[config.mk]
export PLATFORM = sky130hd
export DESIGN_NAME = usb_phy_filt
export DESIGN_NICKNAME = d
export VERILOG_FILES = /design/src/rtl/usb_phy_filt.sv
export SDC_FILE = /design/constraint.sdc
export NUM_CORES = 1
export LEC_CHECK = 0
export CAP_MARGIN = 20
export CORE_ASPECT_RATIO = 1.2
export CORE_MARGIN = 5
export CORE_UTILIZATION = 57
export CTS_CLUSTER_DIAMETER = 30
export CTS_CLUSTER_SIZE = 14
export DETAILED_ROUTE_END_ITERATION = 8
export PLACE_DENSITY_LB_ADDON = 0.08
export REMOVE_ABC_BUFFERS = 1
export SKIP_LAST_GASP = 1
export SLEW_MARGIN = 20
export SYNTH_ARGS = -nofsm -noshare
export SYNTH_HDL_FRONTEND = slang
export SYNTH_SLANG_ARGS = --single-unit
[constraint.sdc]
create_clock -name clk -period 3.81 [get_ports clk]
set_input_delay 0.762 -clock clk [delete_from_list [all_inputs] [get_ports clk]]
set_output_delay 0.762 -clock clk [all_outputs]
set_load 0.03 [all_outputs]
[src/rtl/usb_phy_filt.sv]
// usb_phy_filt: USB FS/LS receive front-end.
// Optional pad synchroniser, per-line run-length glitch filter, J/K/SE0/SE1
// line-state decode, post-transmit RX blanking and SE0 bus-reset detection.
// Every output is driven from a register, so pads never reach an output
// through combinational logic.
module usb_phy_filt #(
    parameter int SAMPLES      = 2,
    parameter int SYNC_STAGES  = 0,
    parameter int FILT_LEN     = 2,
    parameter int TX_BLANK     = 2,
    parameter int RESET_CYCLES = 120
) (
    input  logic               clk,
    input  logic               rst,
    input  logic [SAMPLES-1:0] pad_dp_s,
    input  logic [SAMPLES-1:0] pad_dn_s,
    input  logic               tx_en,
    input  logic               cfg_ls,
    output logic               rx_dp,
    output logic               rx_dn,
    output logic               rx_chg,
    output logic [1:0]         line_state,
    output logic               se0_reset,
    output logic               se0_long,
    output logic               rx_blank
);

    localparam int         RUN_W  = 4;
    localparam int         SE0_W  = $clog2(RESET_CYCLES + 1);
    localparam int         BLK_W  = 8;
    localparam logic [1:0] LS_SE0 = 2'b00;
    localparam logic [1:0] LS_J   = 2'b01;
    localparam logic [1:0] LS_K   = 2'b10;
    localparam logic [1:0] LS_SE1 = 2'b11;
    localparam logic [SE0_W-1:0] SE0_MAX = SE0_W'(RESET_CYCLES);

    // A filter shorter than the samples per clock could flip twice in one clock.
    generate
        if ((FILT_LEN < SAMPLES) || (FILT_LEN > 15) || (FILT_LEN < 1) ||
            (RESET_CYCLES < 1) || (TX_BLANK < 0) || (TX_BLANK > 255)) begin : g_bad_param
            $error("usb_phy_filt: illegal parameter combination");
        end
    endgenerate

    // Walk the samples of one clock in arrival order; returns {f, run}.
    function automatic logic [RUN_W:0] filt_step(input logic f_in,
                                                 input logic [RUN_W-1:0] run_in,
                                                 input logic [SAMPLES-1:0] smp);
        logic             f;
        logic [RUN_W-1:0] run;
        f   = f_in;
        run = run_in;
        for (int i = 0; i < SAMPLES; i++) begin
            if (smp[i] == f) begin
                run = {RUN_W{1'b0}};
            end else if (run + 4'd1 == RUN_W'(FILT_LEN)) begin
                f   = ~f;
                run = {RUN_W{1'b0}};
            end else begin
                run = run + 4'd1;
            end
        end
        return {f, run};
    endfunction

    // Map filtered {dp,dn} to line state; low speed swaps the J/K sense.
    function automatic logic [1:0] decode_ls(input logic dp, input logic dn, input logic ls_mode);
        logic [1:0] st;
        case ({dp, dn})
            2'b00:   st = LS_SE0;
            2'b11:   st = LS_SE1;
            2'b10:   st = ls_mode ? LS_K : LS_J;
            2'b01:   st = ls_mode ? LS_J : LS_K;
            default: st = LS_SE0;
        endcase
        return st;
    endfunction

    // ---------------- optional synchroniser ----------------
    logic [SAMPLES-1:0] smp_dp_s;
    logic [SAMPLES-1:0] smp_dn_s;

    generate
        if (SYNC_STAGES == 0) begin : g_nosync
            assign smp_dp_s = pad_dp_s;
            assign smp_dn_s = pad_dn_s;
        end else begin : g_sync
            logic [SAMPLES-1:0] sync_dp_r [SYNC_STAGES];
            logic [SAMPLES-1:0] sync_dn_r [SYNC_STAGES];

            // Shift raw pad samples through the synchroniser chain, one stage per clock.
            always_ff @(posedge clk or posedge rst) begin
                if (rst) begin
                    for (int i = 0; i < SYNC_STAGES; i++) begin
                        sync_dp_r[i] <= {SAMPLES{1'b0}};
                        sync_dn_r[i] <= {SAMPLES{1'b0}};
                    end
                end else begin
                    sync_dp_r[0] <= pad_dp_s;
                    sync_dn_r[0] <= pad_dn_s;
                    for (int i = 1; i < SYNC_STAGES; i++) begin
                        sync_dp_r[i] <= sync_dp_r[i-1];
                        sync_dn_r[i] <= sync_dn_r[i-1];
                    end
                end
            end

            assign smp_dp_s = sync_dp_r[SYNC_STAGES-1];
            assign smp_dn_s = sync_dn_r[SYNC_STAGES-1];
        end
    endgenerate

    // ---------------- state ----------------
    logic             f_dp_r, f_dn_r;
    logic [RUN_W-1:0] run_dp_r, run_dn_r;
    logic [BLK_W-1:0] blank_cnt_r;
    logic [SE0_W-1:0] se0_cnt_r;
    logic             rx_chg_r, rx_blank_r, se0_reset_r, se0_long_r;
    logic [1:0]       line_state_r;

    logic             f_dp_nxt_s, f_dn_nxt_s;
    logic [RUN_W-1:0] run_dp_nxt_s, run_dn_nxt_s;
    logic [BLK_W-1:0] blank_nxt_s;
    logic             rx_blank_nxt_s;
    logic [1:0]       ls_nxt_s;
    logic             chg_nxt_s;
    logic [SE0_W-1:0] se0_nxt_s;
    logic             se0_hit_s;

    // Next-state for filters, blanking window, line decode and SE0 run counter.
    always_comb begin
        {f_dp_nxt_s, run_dp_nxt_s} = filt_step(f_dp_r, run_dp_r, smp_dp_s);
        {f_dn_nxt_s, run_dn_nxt_s} = filt_step(f_dn_r, run_dn_r, smp_dn_s);

        // The counter is reloaded while transmitting and then runs down;
        // the blank flag looks at the value before the decrement so the
        // window lasts exactly TX_BLANK clocks after tx_en drops.
        if (tx_en) begin
            blank_nxt_s = BLK_W'(TX_BLANK);
        end else if (blank_cnt_r != {BLK_W{1'b0}}) begin
            blank_nxt_s = blank_cnt_r - 8'd1;
        end else begin
            blank_nxt_s = {BLK_W{1'b0}};
        end
        rx_blank_nxt_s = tx_en | (blank_cnt_r != {BLK_W{1'b0}});

        ls_nxt_s  = decode_ls(f_dp_nxt_s, f_dn_nxt_s, cfg_ls);
        chg_nxt_s = ((f_dp_nxt_s != f_dp_r) | (f_dn_nxt_s != f_dn_r)) & ~rx_blank_nxt_s;

        // SE0 run length is measured on the registered line state.
        if ((line_state_r != LS_SE0) || rx_blank_r) begin
            se0_nxt_s = {SE0_W{1'b0}};
        end else if (se0_cnt_r == SE0_MAX) begin
            se0_nxt_s = se0_cnt_r;
        end else begin
            se0_nxt_s = se0_cnt_r + SE0_W'(1);
        end
        se0_hit_s = (se0_nxt_s == SE0_MAX) && (se0_cnt_r != SE0_MAX);
    end

    // Filter state per line: filtered level plus pending opposite-sample run.
    always_ff @(posedge clk or posedge rst) begin
        if (rst) begin
            f_dp_r   <= 1'b0;
            f_dn_r   <= 1'b0;
            run_dp_r <= {RUN_W{1'b0}};
            run_dn_r <= {RUN_W{1'b0}};
        end else begin
            f_dp_r   <= f_dp_nxt_s;
            f_dn_r   <= f_dn_nxt_s;
            run_dp_r <= run_dp_nxt_s;
            run_dn_r <= run_dn_nxt_s;
        end
    end

    // Blanking counter, SE0 counter and the registered event/status outputs.
    always_ff @(posedge clk or posedge rst) begin
        if (rst) begin
            blank_cnt_r  <= {BLK_W{1'b0}};
            rx_blank_r   <= 1'b0;
            se0_cnt_r    <= {SE0_W{1'b0}};
            se0_reset_r  <= 1'b0;
            se0_long_r   <= 1'b0;
            rx_chg_r     <= 1'b0;
            line_state_r <= LS_SE0;
        end else begin
            blank_cnt_r  <= blank_nxt_s;
            rx_blank_r   <= rx_blank_nxt_s;
            se0_cnt_r    <= se0_nxt_s;
            se0_reset_r  <= se0_hit_s;
            se0_long_r   <= (se0_nxt_s == SE0_MAX);
            rx_chg_r     <= chg_nxt_s;
            line_state_r <= ls_nxt_s;
        end
    end

    assign rx_dp      = f_dp_r;
    assign rx_dn      = f_dn_r;
    assign rx_chg     = rx_chg_r;
    assign line_state = line_state_r;
    assign se0_reset  = se0_reset_r;
    assign se0_long   = se0_long_r;
    assign rx_blank   = rx_blank_r;

endmodule

==> impl_metrics.csv <==
group,metric,value,unit
placed_design,portBuffers,15,
setup_path,r2r_slack,0.83,ns
timing,finalSetupViolCount,0,
placed_design,dp_hpwl,3.10,mm
logic_synthesis,synth.top_cell.area_share,0.401,
timing,fin_crit_sh,0.810,
global_route,grt_max_degree,21,
job,maxCapViolCount,0,
placed_design,dpl_worst_slack,0.436,ns
setup_path,reg2reg_from,"run_dn_r[0]",
timing,clock_skew,0.00765,ns
setup_path,cp_slowest_stage_delay,0.49,ns
logic_synthesis,async_flop_share,1.00,
global_route,grt_use_total,0.192,
clocking,clk_pin_slew,0.06,ns
clocking,cts-root-buf,"clkbuf_8",
routing,wl,3.94,mm
setup_path,start_kind,"primary input",
logic_synthesis,syn_inst,209,
timing,maxSlewHeadroom,0.638,
routing,drc,0,
logic_synthesis,synth_area,0.00194,sq mm
cells_and_area,final_cells,265,
pwr,power,1530,uW
setup_path,arrival,3.28,ns
setup_path,r2r_cells,11,
logic_synthesis,synth_seq_area_share,0.401,
setup_path,crit_fanout,5,
pwr,p_leak,0.000965,uW
routing,routedWlPerCell,14.9,um
global_route,grt.overflow.total,0,
logic_synthesis,synth-warning-count,0,
timing,fin_crit,3.09,ns
timing,maxSlewViolCount,0,
clocking,post_cts_resized,0,
logic_synthesis,synth_most_common_cell,"dfrtp_1",
cells_and_area,antenna_cells,0,
setup_path,criticalPathCategory,"in -> reg",
logic_synthesis,yosysUniqueCellTypes,48,
logic_synthesis,ys_ff_latch,31,
worst_hold_path,whs_path_depth,1,
clocking,cts_buffers,5,
timing,fmax,324,MHz
logic_synthesis,avgSynthCellArea,9.27,sq um
logic_synthesis,ys_top_cells_by_count,"dfrtp_1, nor2_1, inv_1, nand2_1, ha_1",
cells_and_area,area_growth,15.2,%
worst_hold_path,hp-start,"blank_cnt_r[0]",
clocking,tritoncts,"done",
placed_design,numPlacedInstances,258,
worst_hold_path,hold_path_end,"blank_cnt_r[0]",
pwr,peakVddDrop,0.478,mV
global_route,grt_pass1_vias,1641,
clocking,cts_setup_buffers,0,
timing,hold_viol_final,0,
placed_design,gp_congestion,0.912,
setup_path,crit_path_end_kind,"flop",
logic_synthesis,synth_top_cell_by_area,"dfrtp_1",
timing,rsz0062_at_grt,"no",
floorplanning,core,0.00331,sq mm
clocking,clk_latency,0.28,ns
floorplanning,io_pins,16,
logic_synthesis,synth_edf_count,0,
timing,worst_pin_slew,0.539,ns
timing,tns,0,ns
floorplanning,die_height,73.9,um
floorplanning,start_util,0.585,
floorplanning,die_x,63.2,um
worst_hold_path,hp-class,"reg -> reg",
cells_and_area,nets,248,
clocking,clkSinkCount,31,
logic_synthesis,synthTopCellsByArea,"dfrtp_1, ha_1, nor2_1",
clocking,clk_path_buf_depth,2,
floorplanning,die-area,0.00467,sq mm
cells_and_area,drive_gt1_frac,0.0833,
routing,drt_iter0_drc,78,
logic_synthesis,ys.flop_type,"dfrtp_1",
clocking,htree_levels,2,
routing,viasPerCell,5.88,
floorplanning,rows,23,
global_route,grt_pass1_wl,7.08,mm
clocking,cts_hold_buf,0,
pwr,power_density,687,mW/mm^2
global_route,antenna_found_initial,0,
routing,drtAntennaViolNets,0,
setup_path,critPathRequiredTime,4.01,ns
timing,setup_ws,0.723,ns
setup_path,crit_top_cell,"inv_1",
outcome,outcome,"complete, no violations",
setup_path,crit_chain,"clkdlybuf4s50_1, xor2_1, o21ai_0, nor2_1, inv_1, ha_1, inv_1, a311oi_4, or3_4, a21bo_1, a41oi_2",
routing,routed-via-count,1557,
setup_path,cpMaxStageDelayCell,"clkdlybuf4s50_1",
setup_path,reg2reg_to,"rx_chg",
routing,dr.pass1.iters,4,
[layout make-up]
| type | count | area, sq um |
|---|---|---|
| Fill cell | 271 | 1080 |
| Tap cell | 37 | 46.3 |
| Inverter | 19 | 71.3 |
| Sequential cell | 31 | 776 |
| Clock inverter | 1 | 5.00 |
| Clock buffer | 6 | 82.6 |
| Timing Repair Buffer | 16 | 178 |
| Multi-Input combinational cell | 155 | 1070 |
[sequential cells by signal (all words and copies together), names as in the netlist, 2 cells and up]
signal and cells:
run_dn_r 4, line_state 2, blank_cnt_r 8, se0_cnt_r 7, run_dp_r 4
[kinds of logic (layout without fill, tap and decap cells)]
family | count (synthesis) | in the layout | share of synthesized area
adders and majority gates | 12 | 12 | 0.0775
DFF | 31 | 31 | 0.401
and+or+nand+nor | 87 | 87 | 0.234
xor gates and xnor gates | 19 | 19 | 0.0859
AOI/OAI and AO/OA | 36 | 36 | 0.151
buffers and inverters | 23 | 42 | 0.0452
muxes | 1 | 1 | 0.00581
[where the power goes]
part | internal, uW | switching [uW] | leakage, uW | total [uW]
Sequential | 407 | 94.4 | 0.000407 | 501
Clock | 141 | 113 | 0.0000470 | 255
Combinational | 334 | 445 | 0.000510 | 779
[worst max-delay path: cells and delay by family]
family                     cells  cell delay, ns
and+or+nand+nor                2            0.61
xor gates and xnor gates       1            0.37
buffers and inverters          3            0.67
adders and majority gates      1            0.21
AOI/OAI and AO/OA              4            0.65
[worst max-delay path by stage]
| stage | start | end | slack (ns) | cells after the start |
|---|---|---|---|---|
| 2_1_floorplan | run_dn_r[0] | rx_chg | 1.08 | 11 |
| 3_3_place_gp | pad_dn_s[0] | rx_chg | 0.59 | 11 |
| 3_5_place_dp | pad_dn_s[0] | rx_chg | 0.44 | 11 |
| 4_1_cts | pad_dn_s[0] | rx_chg | 0.72 | 11 |
| 5_1_grt | pad_dn_s[0] | rx_chg | 0.56 | 11 |
| 6_report | pad_dn_s[0] | rx_chg | 0.72 | 11 |
[routing by layer]
metal / share of wire / wire length, um / vias to the layer above / GRT usage
met4: 0.026 / 102 / 0 / 0.111
met1: 0.42 / 1660 / 742 / 0.230
met5: 0 / 0 / - / 0
met2: 0.51 / 2010 / 43 / 0.332
met3: 0.041 / 160 / 10 / 0.0245
li1: - / - / 762 / -
[placed cells by master, fill, tap and decap left out, types with 5 or more instances in the layout]
| cell type | n |
|---|---|
| a21oi_1 | 5 |
| clkbuf_8 | 6 |
| clkdlybuf4s50_1 | 15 |
| dfrtp_1 | 31 |
| ha_1 | 12 |
| inv_1 | 19 |
| nand2_1 | 14 |
| nand3_1 | 10 |
| nor2_1 | 27 |
| nor3_1 | 6 |
| xnor2_1 | 10 |
| xor2_1 | 9 |
[per-stage QoR]
step | hold slack [ns] | utilization | cell area, sq um
after floorplan | 0.469 | - | 1920
after global placement | 0.511 | 0.640 | 2120
after detailed placement | 0.511 | 0.648 | 2140
after CTS | 0.520 | 0.674 | 2230
after global routing | 0.555 | 0.674 | 2230
final | 0.512 | 0.674 | 2230
Power figures use the tool's default switching activity.
